### config.mk
export PLATFORM = sky130hd
export DESIGN_NAME = eth_tx_sched
export DESIGN_NICKNAME = d
export VERILOG_FILES = /design/src/rtl/eth_tx_sched.sv
export SDC_FILE = /design/constraint.sdc
export NUM_CORES = 1
export LEC_CHECK = 0
export ABC_AREA = 0
export CORE_UTILIZATION = 35
export CTS_CLUSTER_SIZE = 30
export DETAILED_ROUTE_END_ITERATION = 10
export PLACE_DENSITY = 0.67
export SYNTH_ARGS = -nofsm -noshare
export SYNTH_HDL_FRONTEND = slang
export SYNTH_SLANG_ARGS = --single-unit
### constraint.sdc
create_clock -name clk -period 4.6 [get_ports clk]
set_clock_uncertainty 0.1 [all_clocks]
set_input_delay 0.92 -clock clk [delete_from_list [all_inputs] [get_ports clk]]
set_output_delay 0.92 -clock clk [all_outputs]
set_load 0.01 [all_outputs]
### src/rtl/eth_tx_sched.sv
// eth_tx_sched: round-robin owner of the single MAC TX port.
// Chooses one of N frame producers, sends the MAC a one-cycle start strobe
// and grant, and keeps ownership for the whole frame. While the frame is
// active it steers the owner's byte stream to the MAC. Afterwards it holds
// an inter-frame gap before the next selection. A MAC that never raises
// tx_busy after the start strobe is abandoned after TO cycles.
// Optional build macro: ETH_TX_SCHED_STRICT0_EN gives requester 0 (ARP)
// strict priority over the round-robin among the other requesters.
module eth_tx_sched #(
    parameter int N   = 2,
    parameter int CW  = 11,
    parameter int GAP = 24,
    parameter int TO  = 1023
) (
    input  logic                                clk,
    input  logic                                resetn,
    input  logic [N-1:0]                        req,
    input  logic [N*CW-1:0]                     req_count,
    output logic [N-1:0]                        grant,
    input  logic [N*8-1:0]                      req_data,
    output logic                                tx_vld,
    output logic [CW-1:0]                       tx_count,
    output logic [7:0]                          tx_data,
    input  logic                                tx_busy,
    input  logic                                tx_adv,
    input  logic                                tx_last,
    output logic [((N > 1) ? $clog2(N) : 1)-1:0] owner,
    output logic                                sched_busy,
    output logic                                timeout
);

    localparam int OW   = (N > 1) ? $clog2(N) : 1;
    localparam int CMAX = (TO > GAP) ? TO : GAP;
    localparam int CNTW = $clog2(CMAX + 2);

    // Last count value of the start wait and of the gap; a zero setting
    // collapses to a single evaluation cycle (GAP=0 never enters the gap).
    localparam logic [CNTW-1:0] TO_LIM  = CNTW'((TO > 0) ? TO - 1 : 0);
    localparam logic [CNTW-1:0] GAP_LIM = CNTW'((GAP > 0) ? GAP - 1 : 0);

    typedef enum logic [2:0] {
        S_IDLE,
        S_START,
        S_WAIT,
        S_ACTIVE,
        S_GAP
    } state_t;

    state_t          state;
    logic [OW-1:0]   ptr;
    logic [CNTW-1:0] cnt;
    logic            found;
    logic            upd_ptr;
    logic [OW-1:0]   win;
    logic [OW:0]     sum;
    logic [OW-1:0]   cand;

    // Winner search: first set request after the pointer, wrapping modulo N.
    always_comb begin
        found   = 1'b0;
        upd_ptr = 1'b0;
        win     = '0;
        sum     = '0;
        cand    = '0;
        for (int k = 1; k <= N; k++) begin
            sum = {1'b0, ptr} + (OW+1)'(k);
            if (sum >= (OW+1)'(N)) begin
                sum = sum - (OW+1)'(N);
            end
            cand = sum[OW-1:0];
            if (!found && req[cand]) begin
                found = 1'b1;
                win   = cand;
            end
        end
        upd_ptr = found;
`ifdef ETH_TX_SCHED_STRICT0_EN
        // ARP wins outright and leaves the rotation of the others untouched.
        if (req[0]) begin
            win     = '0;
            upd_ptr = 1'b0;
        end
`endif
    end

    // Scheduler state machine with registered grant, strobe and timeout pulses.
    always_ff @(posedge clk) begin
        if (!resetn) begin
            state    <= S_IDLE;
            ptr      <= OW'(N - 1);
            owner    <= '0;
            tx_count <= '0;
            cnt      <= '0;
            grant    <= '0;
            tx_vld   <= 1'b0;
            timeout  <= 1'b0;
        end else begin
            grant   <= '0;
            tx_vld  <= 1'b0;
            timeout <= 1'b0;
            case (state)
                S_IDLE: begin
                    if (found && !tx_busy) begin
                        owner    <= win;
                        tx_count <= req_count[win*CW +: CW];
                        if (upd_ptr) begin
                            ptr <= win;
                        end
                        state <= S_START;
                    end
                end
                S_START: begin
                    tx_vld <= 1'b1;
                    grant  <= {{(N-1){1'b0}}, 1'b1} << owner;
                    cnt    <= '0;
                    state  <= S_WAIT;
                end
                S_WAIT: begin
                    if (tx_busy) begin
                        if (tx_adv && tx_last) begin
                            cnt   <= '0;
                            state <= (GAP == 0) ? S_IDLE : S_GAP;
                        end else begin
                            state <= S_ACTIVE;
                        end
                    end else if (cnt >= TO_LIM) begin
                        timeout <= 1'b1;
                        state   <= S_IDLE;
                    end else begin
                        cnt <= cnt + 1'b1;
                    end
                end
                S_ACTIVE: begin
                    if ((tx_adv && tx_last) || !tx_busy) begin
                        cnt   <= '0;
                        state <= (GAP == 0) ? S_IDLE : S_GAP;
                    end
                end
                S_GAP: begin
                    if (cnt >= GAP_LIM) begin
                        state <= S_IDLE;
                    end else begin
                        cnt <= cnt + 1'b1;
                    end
                end
                default: begin
                    state <= S_IDLE;
                end
            endcase
        end
    end

    // Byte steering: only the active owner's stream reaches the MAC.
    always_comb begin
        tx_data = 8'h00;
        if (state == S_ACTIVE) begin
            tx_data = req_data[owner*8 +: 8];
        end
    end

    assign sched_busy = (state != S_IDLE);

endmodule

Word level (Yosys, flattened, before mapping)

Cells that the tools add are included.

Flip-flop bits (word level): 31
Latch bits: 0
Bits in writable memories: 0
Memory bits (read-only): 0
Input bits: 45
Logic and storage cells: 77
Memories: 0

Add/sub/neg operators: 5
Multipliers: 1
Divide/modulo/power cells: 0
$lt $le $gt $ge: 6
Equal/unequal tests: 11
Shift operators: 3
Mux-type cells: 26
Bitwise gates (word level): 2
Reduce and logical (&&, ||, !) cells: 15

Operators by type and width:

| operator                                                            | count |
|---|---|
| two-way mux 11 bit                                                  | 5 |
| case mux 11 bit (4 select lines)                                    | 1 |
| indexed part select 22 x 6 -> 11 bit                                | 1 |
| two-way mux 3 bit                                                   | 6 |
| indexed part select 16 x 5 -> 8 bit                                 | 1 |
| case mux 3 bit (5 select lines)                                     | 1 |
| two-way mux 1 bit                                                   | 12 |
| adder 11 x 1 -> 11 bit, second input constant                       | 1 |
| greater-or-equal comparator 11 x 10 -> 1 bit, second input constant | 1 |
| greater-or-equal comparator 11 x 5 -> 1 bit, second input constant  | 1 |
| != test 3 bit, second input constant                                | 3 |
| two-way mux 8 bit                                                   | 1 |
| != test 2 bit, second input constant                                | 4 |
| == test 3 x 2 -> 1 bit, second input constant                       | 2 |
| multiplier 1 x 4 -> 5 bit, second input constant                    | 1 |
| AND reduction 5 bit                                                 | 1 |
| greater-or-equal comparator 2 bit, second input constant            | 2 |
| < comparator 1 x 2 -> 1 bit, second input constant                  | 2 |
| AND reduction 2 bit                                                 | 2 |
| AND reduction 4 bit                                                 | 1 |
| nonzero test 4 bit                                                  | 1 |
| == test 3 x 1 -> 1 bit, second input constant                       | 1 |
| == test 3 bit, second input constant                                | 1 |
| logical AND 1 bit                                                   | 3 |
| 11 further kinds                                                    | 14 |

Longest topological paths before layout

Depth after elaboration: 12
Depth in mapped cells: 8
Gate-level depth less buffers: 7

Least setup slack after synthesis

Ideal clock, no wire load.

Path kind: in2out
Start: in req_data[8]
End: out tx_data[0]
Arrival: 1.149 ns
Setup slack: 2.431 ns
Cell stages on the path: 2
Path buffers: 0
Cells stage by stage: mux2i_1 nor2_1

Cells in the longest elaborated chain, start to end: 2

Ends and longest elaborated chain:

| item                                | line | RTL |
|---|---|---|
| start, declared                     | 20   | `input logic [N*8-1:0] req_data,` |
| indexed part select 16 x 5 -> 8 bit | 157  | `tx_data = req_data[owner*8 +: 8];` |
| two-way mux 8 bit                   | 156  | `if (state == S_ACTIVE) begin` |
| end, declared                       | 23   | `output logic [7:0] tx_data,` |

Every way passes these cells.

Worst setup path after layout

Start: reg state[1]
End: out tx_data[5]

Cells in the longest elaborated chain, start to end: 2

Ends and longest elaborated chain:

| item                   | line | RTL |
|---|---|---|
| start, declared        | 49   | `state_t state;` |
| start signal, assigned | 122  | `state <= (GAP == 0) ? S_IDLE : S_GAP;` |
| start signal, assigned | 136  | `state <= (GAP == 0) ? S_IDLE : S_GAP;` |
| == test 3 x 2 -> 1 bit | 156  |  |
| two-way mux 8 bit      | 156  |  |

Every way passes these cells.

==> results_dict.tcl <==
set metrics [dict create \
    die_area_um2 5130 \
    netlist.area_leader.share_pct 36.6 \
    dr_wl_met2_mm 1.86 \
    r2r_start "cnt[0]$_SDFFE_PN0P_" \
    n_antenna_cell 0 \
    nFillCells 411 \
    max_freq_ghz 0.312 \
    power_mw 0.662 \
    nets 305 \
    ctsResizeCount 0 \
    synth.most_common_cell "dfxtp_1" \
    seq_area_um2 621 \
    ys_ff_latch 31 \
    cts-htree-levels 2 \
    antenna_found_initial 0 \
    synth_edf_count 0 \
    cpPeakStageDelay_ns 0.55 \
    yosysTopAreaCell "dfxtp_1" \
    syn2layout_area_growth_pct 47.2 \
    power.density_nw_per_um2 265 \
    highest_layer "met4" \
    ys.flop_type "dfxtp_1" \
    drc_errors 0 \
    setup-tns-final_ns 0 \
    critical_path.slowest_cell "clkdlybuf4s50_1" \
    path_clk_slew_ns 0.06 \
    clock_latency_ns 0.28 \
    ant_nets 0 \
    grt_pass1_wl_mm 6.89 \
    synth_cell_types 40 \
    async_reset_ff_share_pct 0 \
    die_h_um 71.7 \
    rsz0062_at_grt "false" \
    wl_met3_um 208 \
    cp_top_family "simple AND/OR/NAND/NOR gates" \
    cts_tree "built" \
    whs_path_depth 1 \
    dpl.hpwl_mm 2.86 \
    io_buffers 69 \
    postSynthAreaPerCell_um2 8.89 \
    startpoint_type "flip-flop" \
    vias_per_cell 5.38 \
    postCtsSetupBuffers 0 \
    grt_pass1_vias 1558 \
    numClockSinks 31 \
    critical_path_required_ns 3.58 \
    worst_pin_slew_ns 0.803 \
    worstPathArrival_ns 2.18 \
    wl_mm 3.95 \
    ios 70 \
    critical_path_class "flip-flop to primary output" \
    globalplace.congestion 0.807 \
    r2r_slack_ns 2.52 \
    hold_ws_ns 0.395 \
    worstPathCellList "nor2b_1 -> nand2_1 -> nor2_1 -> clkdlybuf4s50_1" \
    fin_crit_sh_pct 69.7 \
    die_w_um 71.7 \
    final_cells 311 \
    yosys_warnings 0 \
    peakVddDrop_mv 0.106 \
    status "complete, no violations" \
    core-area_um2 4500 \
    cp-end-kind "primary output" \
    grt_use_total_pct 17.1 \
    power_leakage_nw 0.998 \
    syn-num-nets 238 \
    regToRegEndpoint "cnt[7]$_SDFFE_PN0P_" \
    setup_violations 0 \
    netlist_area_um2 1700 \
    min_to "tx_count[4]$_SDFFE_PN0P_" \
    drive_gt1_share_pct 5.79 \
    multi_input_area_um2 986 \
    drv_slew 0 \
    max_cap_viol_count 0 \
    hold_buffers 0 \
    synthCells 191 \
    grt_max_degree 30 \
    first_pass_iters 4 \
    period_needed_ns 3.20 \
    worstPathMaxFanout 12 \
    seq_area_frac_synth_pct 36.6 \
    min-delay-start "tx_count[4]$_SDFFE_PN0P_" \
    min_path_type "flip-flop to flip-flop" \
    fin_util_pct 55.5 \
    drt-met1-wl_mm 1.81 \
    maxSlewHeadroom_pct 46.3 \
    r2r_cells 7 \
    num_vias 1672 \
    row_count 24 \
    gr-total-overflow 0 \
    cts_buffers 5 \
    routedWlPerCell_um 12.7 \
    netlist_top_cells_area "dfxtp_1 37%, mux2i_1 11%, o211a_1 7.1%, nor2_1 4.6%, nand2_1 4.2%" \
    dpl.cell_count 303 \
    hold_viol 0 \
    initial_core_util_pct 37.7 \
    synth_common_cells "31 x dfxtp_1, 21 x nor2_1, 19 x mux2i_1, 19 x nand2_1, 12 x o211a_1" \
    drtIter0Drc 107 \
    root_buffer "clkbuf_8" \
    critPathBufInv 1 \
    cts.path.max_buffers 2 \
]
## sequential cells by signal, indices dropped and copies added (netlist names)
signal    flops
state         3
ptr           1
grant         2
tx_vld        1
cnt          11
owner         1
tx_count     11
timeout       1
## area by class of cell
cell class	instances	area share (%)
clock buffers	8	4.00
multi-input cells	143	39.4
well taps	52	2.60
repair buffers	71	28.2
flip-flops and latches	31	24.8
inverters	6	0.901
## power breakdown
group,total (mW),internal (mW),switching (mW)
clock,0.234,0.136,0.0979
combinational,0.136,0.0816,0.0547
sequential,0.292,0.282,0.0100
total,0.662,0.500,0.163
## worst register-to-register path, delay by kind of cell (launching register included)
family | cells | cell delay [ns]
AO/OA/AOI/OAI | 5 | 1.20
flip-flops | 1 | 0.43
adder cells (fa/ha/maj) | 1 | 0.19
buffers and inverters | 1 | 0.07
## stage by stage
step	setup WS, ns	instance area (um2)
after floorplan	2.43	1700
after global placement	1.49	2400
after detailed placement	1.49	2400
after CTS	1.38	2500
after global routing	1.21	2500
final	1.40	2500
## kinds of logic after synthesis
family	Yosys count	synth area share (%)
buf+inv	17	5.38
fa+ha+maj	2	1.47
compound gates	49	24.1
mux	19	11.2
simple gates	73	21.3
flops	31	36.6
## how the worst max path moves through the flow
stage                           from    endpoint  slack, ns  cells after the start
6_report       state[1]$_SDFFE_PN0P_  tx_data[5]       1.40                      4
5_1_grt        state[1]$_SDFFE_PN0P_  tx_data[1]       1.21                      4
4_1_cts        state[1]$_SDFFE_PN0P_  tx_data[1]       1.38                      4
3_5_place_dp             req_data[9]  tx_data[1]       1.49                      4
3_3_place_gp            req_data[14]  tx_data[6]       1.49                      4
2_1_floorplan            req_data[8]  tx_data[0]       2.43                      2
## placed cells by master, fill, tap and decap left out, types with 3 or more instances in the layout
cell type	n
mux2i_1	19
nand2_1	19
dfxtp_1	31
o211ai_1	9
clkbuf_8	7
clkdlybuf4s50_1	69
inv_1	6
o211a_1	12
o21ai_1	3
nor2b_1	5
nand3_1	11
nor2_1	21
nor3b_1	3
o31ai_1	4
nand2b_1	4
a31oi_1	3
## routing by layer
layer | up-vias | GRT usage, %
met4 | 0 | 7.19
met3 | 5 | 3.80
met1 | 777 | 20.4
li1 | 836 | -
met5 | - | 0
met2 | 54 | 29.8
No activity file was read; power rests on OpenSTA's default activity.
